File: config.mk
export PLATFORM = sky130hd
export DESIGN_NAME = phase_sequencer
export DESIGN_NICKNAME = d
export VERILOG_FILES = /design/src/rtl/phase_sequencer.sv
export SDC_FILE = /design/constraint.sdc
export NUM_CORES = 1
export LEC_CHECK = 0
export ABC_AREA = 1
export CAP_MARGIN = 20
export CORE_ASPECT_RATIO = 0.8
export CORE_MARGIN = 10
export CORE_UTILIZATION = 45
export CTS_CLUSTER_DIAMETER = 80
export DETAILED_ROUTE_END_ITERATION = 12
export PLACE_DENSITY = 0.72
export SETUP_SLACK_MARGIN = 0.15
export SYNTH_ARGS = -nofsm -noshare
export SYNTH_HDL_FRONTEND = slang
export SYNTH_SLANG_ARGS = --single-unit
File: constraint.sdc
create_clock -name clk -period 2.4 [get_ports clk]
set_input_delay 0.24 -clock clk [delete_from_list [all_inputs] [get_ports clk]]
set_output_delay 0.24 -clock clk [all_outputs]
set_load 0.02 [all_outputs]
File: src/rtl/phase_sequencer.sv
// Phase register and car-request latches partnering the light controller's state/timer interface.
// Advances on controller timer expiry, blanks re-advance while the timer restart pulse is high.
module phase_sequencer #(
   parameter logic [1:0]  REST_STATE  = 2'b00,
   parameter logic [1:0]  SERVE_STATE = 2'b10,
   parameter int unsigned CLR_LEN     = 1,
   parameter int unsigned WAIT_W      = 8
) (
   input  logic              clk,
   input  logic              reset,
   input  logic              enable,
   input  logic              car2,
   input  logic              car4,
   input  logic [3:0]        setbit,
   input  logic [1:0]        nextstate,
   output logic [1:0]        state,
   output logic              timer_clr,
   output logic              car2_pend,
   output logic              car4_pend,
   output logic [7:0]        phase_cnt,
   output logic [WAIT_W-1:0] wait_cnt
);

   localparam logic [2:0]        ClrLoad = 3'(CLR_LEN);
   localparam logic [WAIT_W-1:0] WaitMax = '1;
   localparam logic [WAIT_W-1:0] WaitOne = {{(WAIT_W-1){1'b0}}, 1'b1};

   logic              car2_sync1_q, car2_sync2_q, car2_prev_q;
   logic              car4_sync1_q, car4_sync2_q, car4_prev_q;
   logic [1:0]        state_q, state_d;
   logic [2:0]        clr_cnt_q, clr_cnt_d;
   logic              car2_pend_q, car2_pend_d;
   logic              car4_pend_q, car4_pend_d;
   logic [7:0]        phase_cnt_q, phase_cnt_d;
   logic [WAIT_W-1:0] wait_cnt_q, wait_cnt_d;

   logic in_rest, any_pend, advance_ok, enter_serve, car2_rise, car4_rise;

   always_ff @(posedge clk or posedge reset) begin
      if (reset) begin
         car2_sync1_q <= 1'b0;
         car2_sync2_q <= 1'b0;
         car2_prev_q  <= 1'b0;
         car4_sync1_q <= 1'b0;
         car4_sync2_q <= 1'b0;
         car4_prev_q  <= 1'b0;
         state_q      <= REST_STATE;
         clr_cnt_q    <= 3'd0;
         car2_pend_q  <= 1'b0;
         car4_pend_q  <= 1'b0;
         phase_cnt_q  <= 8'd0;
         wait_cnt_q   <= '0;
      end else begin
         car2_sync1_q <= car2;
         car2_sync2_q <= car2_sync1_q;
         car2_prev_q  <= car2_sync2_q;
         car4_sync1_q <= car4;
         car4_sync2_q <= car4_sync1_q;
         car4_prev_q  <= car4_sync2_q;
         state_q      <= state_d;
         clr_cnt_q    <= clr_cnt_d;
         car2_pend_q  <= car2_pend_d;
         car4_pend_q  <= car4_pend_d;
         phase_cnt_q  <= phase_cnt_d;
         wait_cnt_q   <= wait_cnt_d;
      end
   end

   always_comb begin
      state_d     = state_q;
      clr_cnt_d   = clr_cnt_q;
      phase_cnt_d = phase_cnt_q;
      wait_cnt_d  = wait_cnt_q;

      in_rest    = (state_q == REST_STATE);
      any_pend   = car2_pend_q | car4_pend_q;
      // A nonzero restart countdown is the blanking window against stale setbit.
      advance_ok = enable & (|setbit) & (clr_cnt_q == 3'd0) & (nextstate != state_q) &
                   (~in_rest | any_pend);
      enter_serve = advance_ok & (nextstate == SERVE_STATE);

      if (advance_ok) begin
         state_d     = nextstate;
         phase_cnt_d = phase_cnt_q + 8'd1;
         clr_cnt_d   = ClrLoad;
      end else if (clr_cnt_q != 3'd0) begin
         clr_cnt_d = clr_cnt_q - 3'd1;
      end

      // A rise seen on the serve-entry edge beats the clear so the request survives.
      car2_rise   = car2_sync2_q & ~car2_prev_q;
      car4_rise   = car4_sync2_q & ~car4_prev_q;
      car2_pend_d = car2_rise | (car2_pend_q & ~enter_serve);
      car4_pend_d = car4_rise | (car4_pend_q & ~enter_serve);

      if (advance_ok && in_rest) begin
         wait_cnt_d = '0;
      end else if (in_rest && any_pend && (wait_cnt_q != WaitMax)) begin
         wait_cnt_d = wait_cnt_q + WaitOne;
      end
   end

   assign state     = state_q;
   assign timer_clr = (clr_cnt_q != 3'd0);
   assign car2_pend = car2_pend_q;
   assign car4_pend = car4_pend_q;
   assign phase_cnt = phase_cnt_q;
   assign wait_cnt  = wait_cnt_q;

endmodule
==> results of run 1 <==
-- power by group --
part / internal [mW] / leakage, nW / total (mW) / switching (mW)
clock: 0.200 / 0.0450 / 0.379 / 0.179
combinational: 0.454 / 0.594 / 1.06 / 0.602
sequential: 0.645 / 0.354 / 0.802 / 0.158
total: 1.30 / 0.993 / 2.24 / 0.938
-- worst min-delay path, delay by kind of cell --
| kind | cells | cell delay, ns |
|---|---|---|
| buffers and inverters | 3 | 0.77 |
-- worst max path at each step --
stage / slack [ns] / to / startpoint
2_1_floorplan: 0.88 / phase_cnt[2] / clr_cnt_q[0]
3_5_place_dp: 0.62 / timer_clr / clr_cnt_q[0]
5_1_grt: 0.24 / timer_clr / clr_cnt_q[0]
3_3_place_gp: 0.66 / timer_clr / clr_cnt_q[0]
4_1_cts: 0.31 / timer_clr / clr_cnt_q[0]
6_report: 0.33 / timer_clr / clr_cnt_q[0]
-- logic make-up after synthesis --
logic type | share of synthesized area
flip-flops | 0.476
XOR/XNOR | 0.0402
buffers and inverters | 0.0862
AND/OR/NAND/NOR | 0.311
AO/OA/AOI/OAI | 0.0534
adder cells (fa/ha/maj) | 0.0328
-- final cells by class --
class	count	area, um2	share of cell area
Timing Repair Buffer	32	318	0.162
Clock inverter	2	10.0	0.00510
Tap cell	40	50.0	0.0255
Inverter	32	120	0.0612
Multi-Input combinational cell	131	667	0.340
Clock buffer	6	72.6	0.0370
Sequential cell	29	726	0.370
-- flip-flops by register name, indices dropped and copies added (netlist names), 2 cells and up --
register   flops
clr_cnt_q      3
phase_cnt      8
state          2
wait_cnt       8
-- synthesized netlist by cell type (all sizes together), types with 2 or more instances --
cell type | instances | area [um2]
dfrtp | 29 | 726
a21oi | 2 | 21.3
inv | 31 | 116
xnor2 | 4 | 35.0
ha | 4 | 50.1
nor3 | 2 | 10.0
nand2 | 69 | 277
nor2 | 18 | 80.1
nand3 | 14 | 75.1
xor2 | 3 | 26.3
o21ai | 9 | 52.6
nand4 | 4 | 25.0
-- routing by layer --
layer | global-route usage | vias to the layer above
li1 | - | 667
met1 | 0.130 | 572
met2 | 0.152 | 33
met3 | 0.0402 | 6
met4 | 0.0493 | 0
met5 | 0 | -
==> results.cfg, run 1 <==
[floorplan]
coreArea_um2 = 3180
die_h_um = 72.1
initial_core_util = 0.480
row_count = 18
chipWidth_um = 85.1
io_pins = 32
dieArea_um2 = 6130

[place]
dp_slack_ns = 0.618
globalplace.congestion = 0.795
place_area_um2 = 1880
hpwl_um = 2390
placedCellCount = 264
port_buffers = 31

[yosys]
synth_cells = 193
ys.flop_type = dfrtp_1
synth_area_per_cell_um2 = 7.90
async_reset_ff_frac = 1.00
ys_seq_area_frac = 0.476
synth_seq_cells = 29
yosysUniqueCellTypes = 24
synth_edf_count = 0
synth_area_um2 = 1520
yosysWarnings = 0
syn_nets = 208

[grt]
gr-total-overflow = 0
grtUsageTotal = 0.103
grt_pass1_vias = 1117
grt_max_degree = 30
grt_pass1_wl_um = 5200
grt_antenna_before_repair = 0

[layout]
stdcell_count = 272
diodes = 0
final_common_cell = nand2_1
num-nets-final = 246
fillerInstances = 288
fin_area_um2 = 1960
drive_above_1_share = 0.0991
area_growth_pct = 28.8
most-common-layout-cells = 64 x nand2_1, 31 x clkdlybuf4s50_1, 29 x dfrtp_1, 28 x inv_1, 15 x nor2_1
post-route-util = 0.618

[worst_hold_path]
hp-class = input pin to asynchronous set/reset pin

[clock_tree]
cts_htree_levels = 2
clock-sinks = 29
clockBufferDepth = 2
clk_latency_ns = 0.28
numCtsBuffers = 5
ctsHoldBuffers = 0
cts_tree = built
cts_setup_buffers = 0
clkTransAtPathRegs_ns = 0.06
ctsResizeCount = 0
root_buffer = clkbuf_8

[worst_setup_path]
slowest_delay_ns = 0.60
reg2reg_to = phase_cnt[6]
worstPathMaxFanout = 7
cp_top_family = buffers and inverters
reg2reg_depth = 11
r2r_start = clr_cnt_q[0]
arrival_ns = 1.83
cp.depth = 5
r2r_slack_ns = 0.68
crit_chain = inv_1, ha_1, ha_1, inv_1, clkdlybuf4s50_1
end_kind = primary output
criticalPathCategory = flop to primary output
critPathSlowestCell = clkdlybuf4s50_1
start_kind = flop
crit_required_ns = 2.16
path_buf_inv = 3

[timing]
max_slew_margin = 0.761
fin_crit_ns = 2.07
fin_skew_ns = 0.00692
fin_ws_ns = 0.334
hold_ws_ns = 0.325
drv_slew = 0
tightest_slew_ns = 0.359
period_share = 0.861
fin_setup_tns_ns = 0
clock.fmax_mhz = 484
setup_viol = 0
finalHoldViolations = 0
rsz0062_at_grt = false

[drt]
drt_pass1_iterations = 4
met2_length_um = 1420
drc_errors = 0
viasPerCell = 4.70
wire_per_inst_um = 11.5
antenna_left = 0
drt_iter0_drc = 95
topRoutingLayerUsed = met4
dr_wl_met3_um = 196
met1_length_um = 1450
num_vias = 1278
drt-total-wl_um = 3120

[power]
peakVddDrop_uv = 635
finalPower_mw = 2.24
p_leak_nw = 0.993
powerDensity_nw_per_um2 = 1140

[outcome]
run_status = finished clean

[job]
timing.max_cap.violations = 0
Note: power is estimated with default switching activity, not from simulation.
==> run 2, diff against run 1 <==
Settings changed: ABC_AREA 1 to unset, PLACE_DENSITY 0.72 to 0.73.
==> run 2 against run 1 <==
  * Cell area decreased by 6.9%
  * Largest cell class unchanged
  * Synthesized cell count decreased by 37%
  * Combinational power decreased by 4%
  * Die area decreased by 5.7%
  * Area after synthesis decreased by 7.6%
  * Final cell count decreased by 27%
  * First-iteration DRC count decreased by 13%
  * Core utilization decreased by 1.7 points
  * Critical path type unchanged
  * Sequential power increased by 4.9%
  * Count of clock-buffer cells in the layout increased by 2
==> results.cfg, run 2 <==
[clock_tree]
clkTransAtPathRegs_ns = 0.06
clk_latency_ns = 0.27
numCtsBuffers = 5
clock-sinks = 29
clockBufferDepth = 2
cts_htree_levels = 2
ctsResizeCount = 0
ctsHoldBuffers = 0
cts_tree = built
cts_setup_buffers = 0
root_buffer = clkbuf_8

[floorplan]
coreArea_um2 = 3040
io_pins = 32
dieArea_um2 = 5780
row_count = 18
initial_core_util = 0.463
chipWidth_um = 82.6
die_h_um = 70.0

[yosys]
synthTopCellsByCount = 29 x dfrtp_1, 8 x inv_1, 8 x nor2_1
synth_cells = 121
netlist_top_cells_area = dfrtp_1 52%, xnor2_1 4.4%, ha_1 3.6%
async_reset_ff_frac = 1.00
synth_area_um2 = 1410
synthMuxAreaShare = 0.0533
ys_seq_area_frac = 0.515
synth_compound_area_frac = 0.0861
synthAdderAreaFrac = 0.0355
synth_seq_cells = 29
synth_top_family_by_area = simple AND/OR/NAND/NOR gates
yosysUniqueCellTypes = 35
synth_area_per_cell_um2 = 11.6
synthSimpleGateAreaFrac = 0.194
syn_nets = 136
synth_top_area_cell = dfrtp_1
synthXorXnorAreaFrac = 0.0684
ys.flop_type = dfrtp_1
yosys.area.top_type_share = 0.515
yosysWarnings = 0
synth_edf_count = 0
synth_most_common_cell = dfrtp_1

[power]
p_clk_frac = 0.165
powerDensity_nw_per_um2 = 1220
finalPower_mw = 2.23
p_comb_frac = 0.457
peakVddDrop_uv = 466
p_int_mw = 1.34
p_leak_nw = 0.803
p_seq_frac = 0.378
swShare = 0.400
p_switching_uw = 891

[layout]
area_growth_pct = 29.7
num-nets-final = 172
final_common_cell = clkdlybuf4s50_1
most-common-layout-cells = 31 x clkdlybuf4s50_1, 29 x dfrtp_1, 8 x nor2_1, 8 x inv_1
drive_above_1_share = 0.101
diodes = 0
stdcell_count = 198

[timing]
fin_skew_ns = 0.00476
setup_viol = 0
period_share = 0.851
max_slew_margin = 0.662
rsz0062_at_grt = false
fin_setup_tns_ns = 0
clock.fmax_mhz = 490
finalHoldViolations = 0
drv_slew = 0
fin_ws_ns = 0.357
fin_crit_ns = 2.04
tightest_slew_ns = 0.507

[worst_setup_path]
path_buf_inv = 3
cp.depth = 5
critPathSlowestCell = clkdlybuf4s50_1
worstPathMaxFanout = 7
crit_chain = inv_1, ha_1, ha_1, inv_1, clkdlybuf4s50_1
start_kind = flop
end_kind = primary output
criticalPathCategory = flop to primary output
arrival_ns = 1.80
cp_top_family = buffers and inverters
r2r_start = car4_pend
crit_required_ns = 2.16
slowest_delay_ns = 0.59
r2r_slack_ns = 0.53
reg2reg_to = state[0]
reg2reg_depth = 4

[drt]
wire_per_inst_um = 14.8
antenna_left = 0
drt_iter0_drc = 83
drt_pass1_iterations = 4
drc_errors = 0
drt-total-wl_um = 2930
viasPerCell = 5.16
num_vias = 1022

[grt]
grt_pass1_vias = 982
grt_max_degree = 30
grtUsageTotal = 0.110
grt_antenna_before_repair = 0
grt_pass1_wl_um = 5000
gr-total-overflow = 0

[place]
dp_slack_ns = 0.363
hpwl_um = 2240
port_buffers = 31
placedCellCount = 190
globalplace.congestion = 0.756

[worst_hold_path]
hp-class = input pin to asynchronous set/reset pin

[job]
timing.max_cap.violations = 0

[outcome]
run_status = finished clean
run 2: layout make-up:
| type | count | area (um2) |
|---|---|---|
| Sequential cell | 29 | 726 |
| Multi-Input combinational cell | 80 | 616 |
| Tap cell | 40 | 50.0 |
| Clock buffer | 8 | 80.1 |
| Timing Repair Buffer | 33 | 325 |
| Fill cell | 252 | 1210 |
| Inverter | 8 | 30.0 |
run 2: power by group through the flow:
stage	registers, mW	logic, mW	clock network [mW]
after floorplan	0.956	0.524	0
after global placement	0.834	0.995	0
after detailed placement	0.849	1.02	0
after CTS	0.843	1.03	0.379
after global routing	0.869	1.11	0.405
final	0.841	1.02	0.368
run 2: logic make-up (layout without fill, tap and decap cells):
| family | after synthesis | after routing |
|---|---|---|
| muxes | 6 | 6 |
| xor gates and xnor gates | 11 | 11 |
| DFF | 29 | 29 |
| and+or+nand+nor | 43 | 43 |
| buffers and inverters | 12 | 49 |
| adders and majority gates | 4 | 4 |
| AOI/OAI and AO/OA | 16 | 16 |
run 2: metrics by stage:
step | area (um2) | hold WS, ns | util
after floorplan | 1410 | 0.271 | -
after global placement | 1750 | 0.333 | 0.574
after detailed placement | 1750 | 0.336 | 0.574
after CTS | 1830 | 0.338 | 0.601
after global routing | 1830 | 0.352 | 0.601
final | 1830 | 0.330 | 0.601
run 2: worst max path at each step:
stage	startpoint	endpoint	slack, ns
2_1_floorplan	clr_cnt_q[0]	wait_cnt[2]	0.59
6_report	clr_cnt_q[0]	timer_clr	0.36
4_1_cts	clr_cnt_q[0]	timer_clr	0.33
5_1_grt	clr_cnt_q[0]	timer_clr	0.26
3_5_place_dp	nextstate[1]	state[0]	0.36
3_3_place_gp	nextstate[1]	state[1]	0.45
run 2: worst register-to-register path: stages (launching register included):
cell and delay, ns:
dfrtp_1 0.40, or2_1 0.37, o32a_1 0.52, nand2_8 0.17
mux2_4 0.30
run 2: metal layers:
metal,vias to the layer above,share of wire,GRT usage
li1,499,-,-
met1,485,0.45,0.143
met2,34,0.44,0.150
met3,4,0.10,0.0563
met4,0,0.014,0.0445
met5,-,0,0
==> run 3, diff against run 2 <==
Settings changed: ABC_CLOCK_PERIOD_IN_PS set to 2400.
==> results of run 3 <==
Final layout, timing and power as in run 2 (identical DEF).
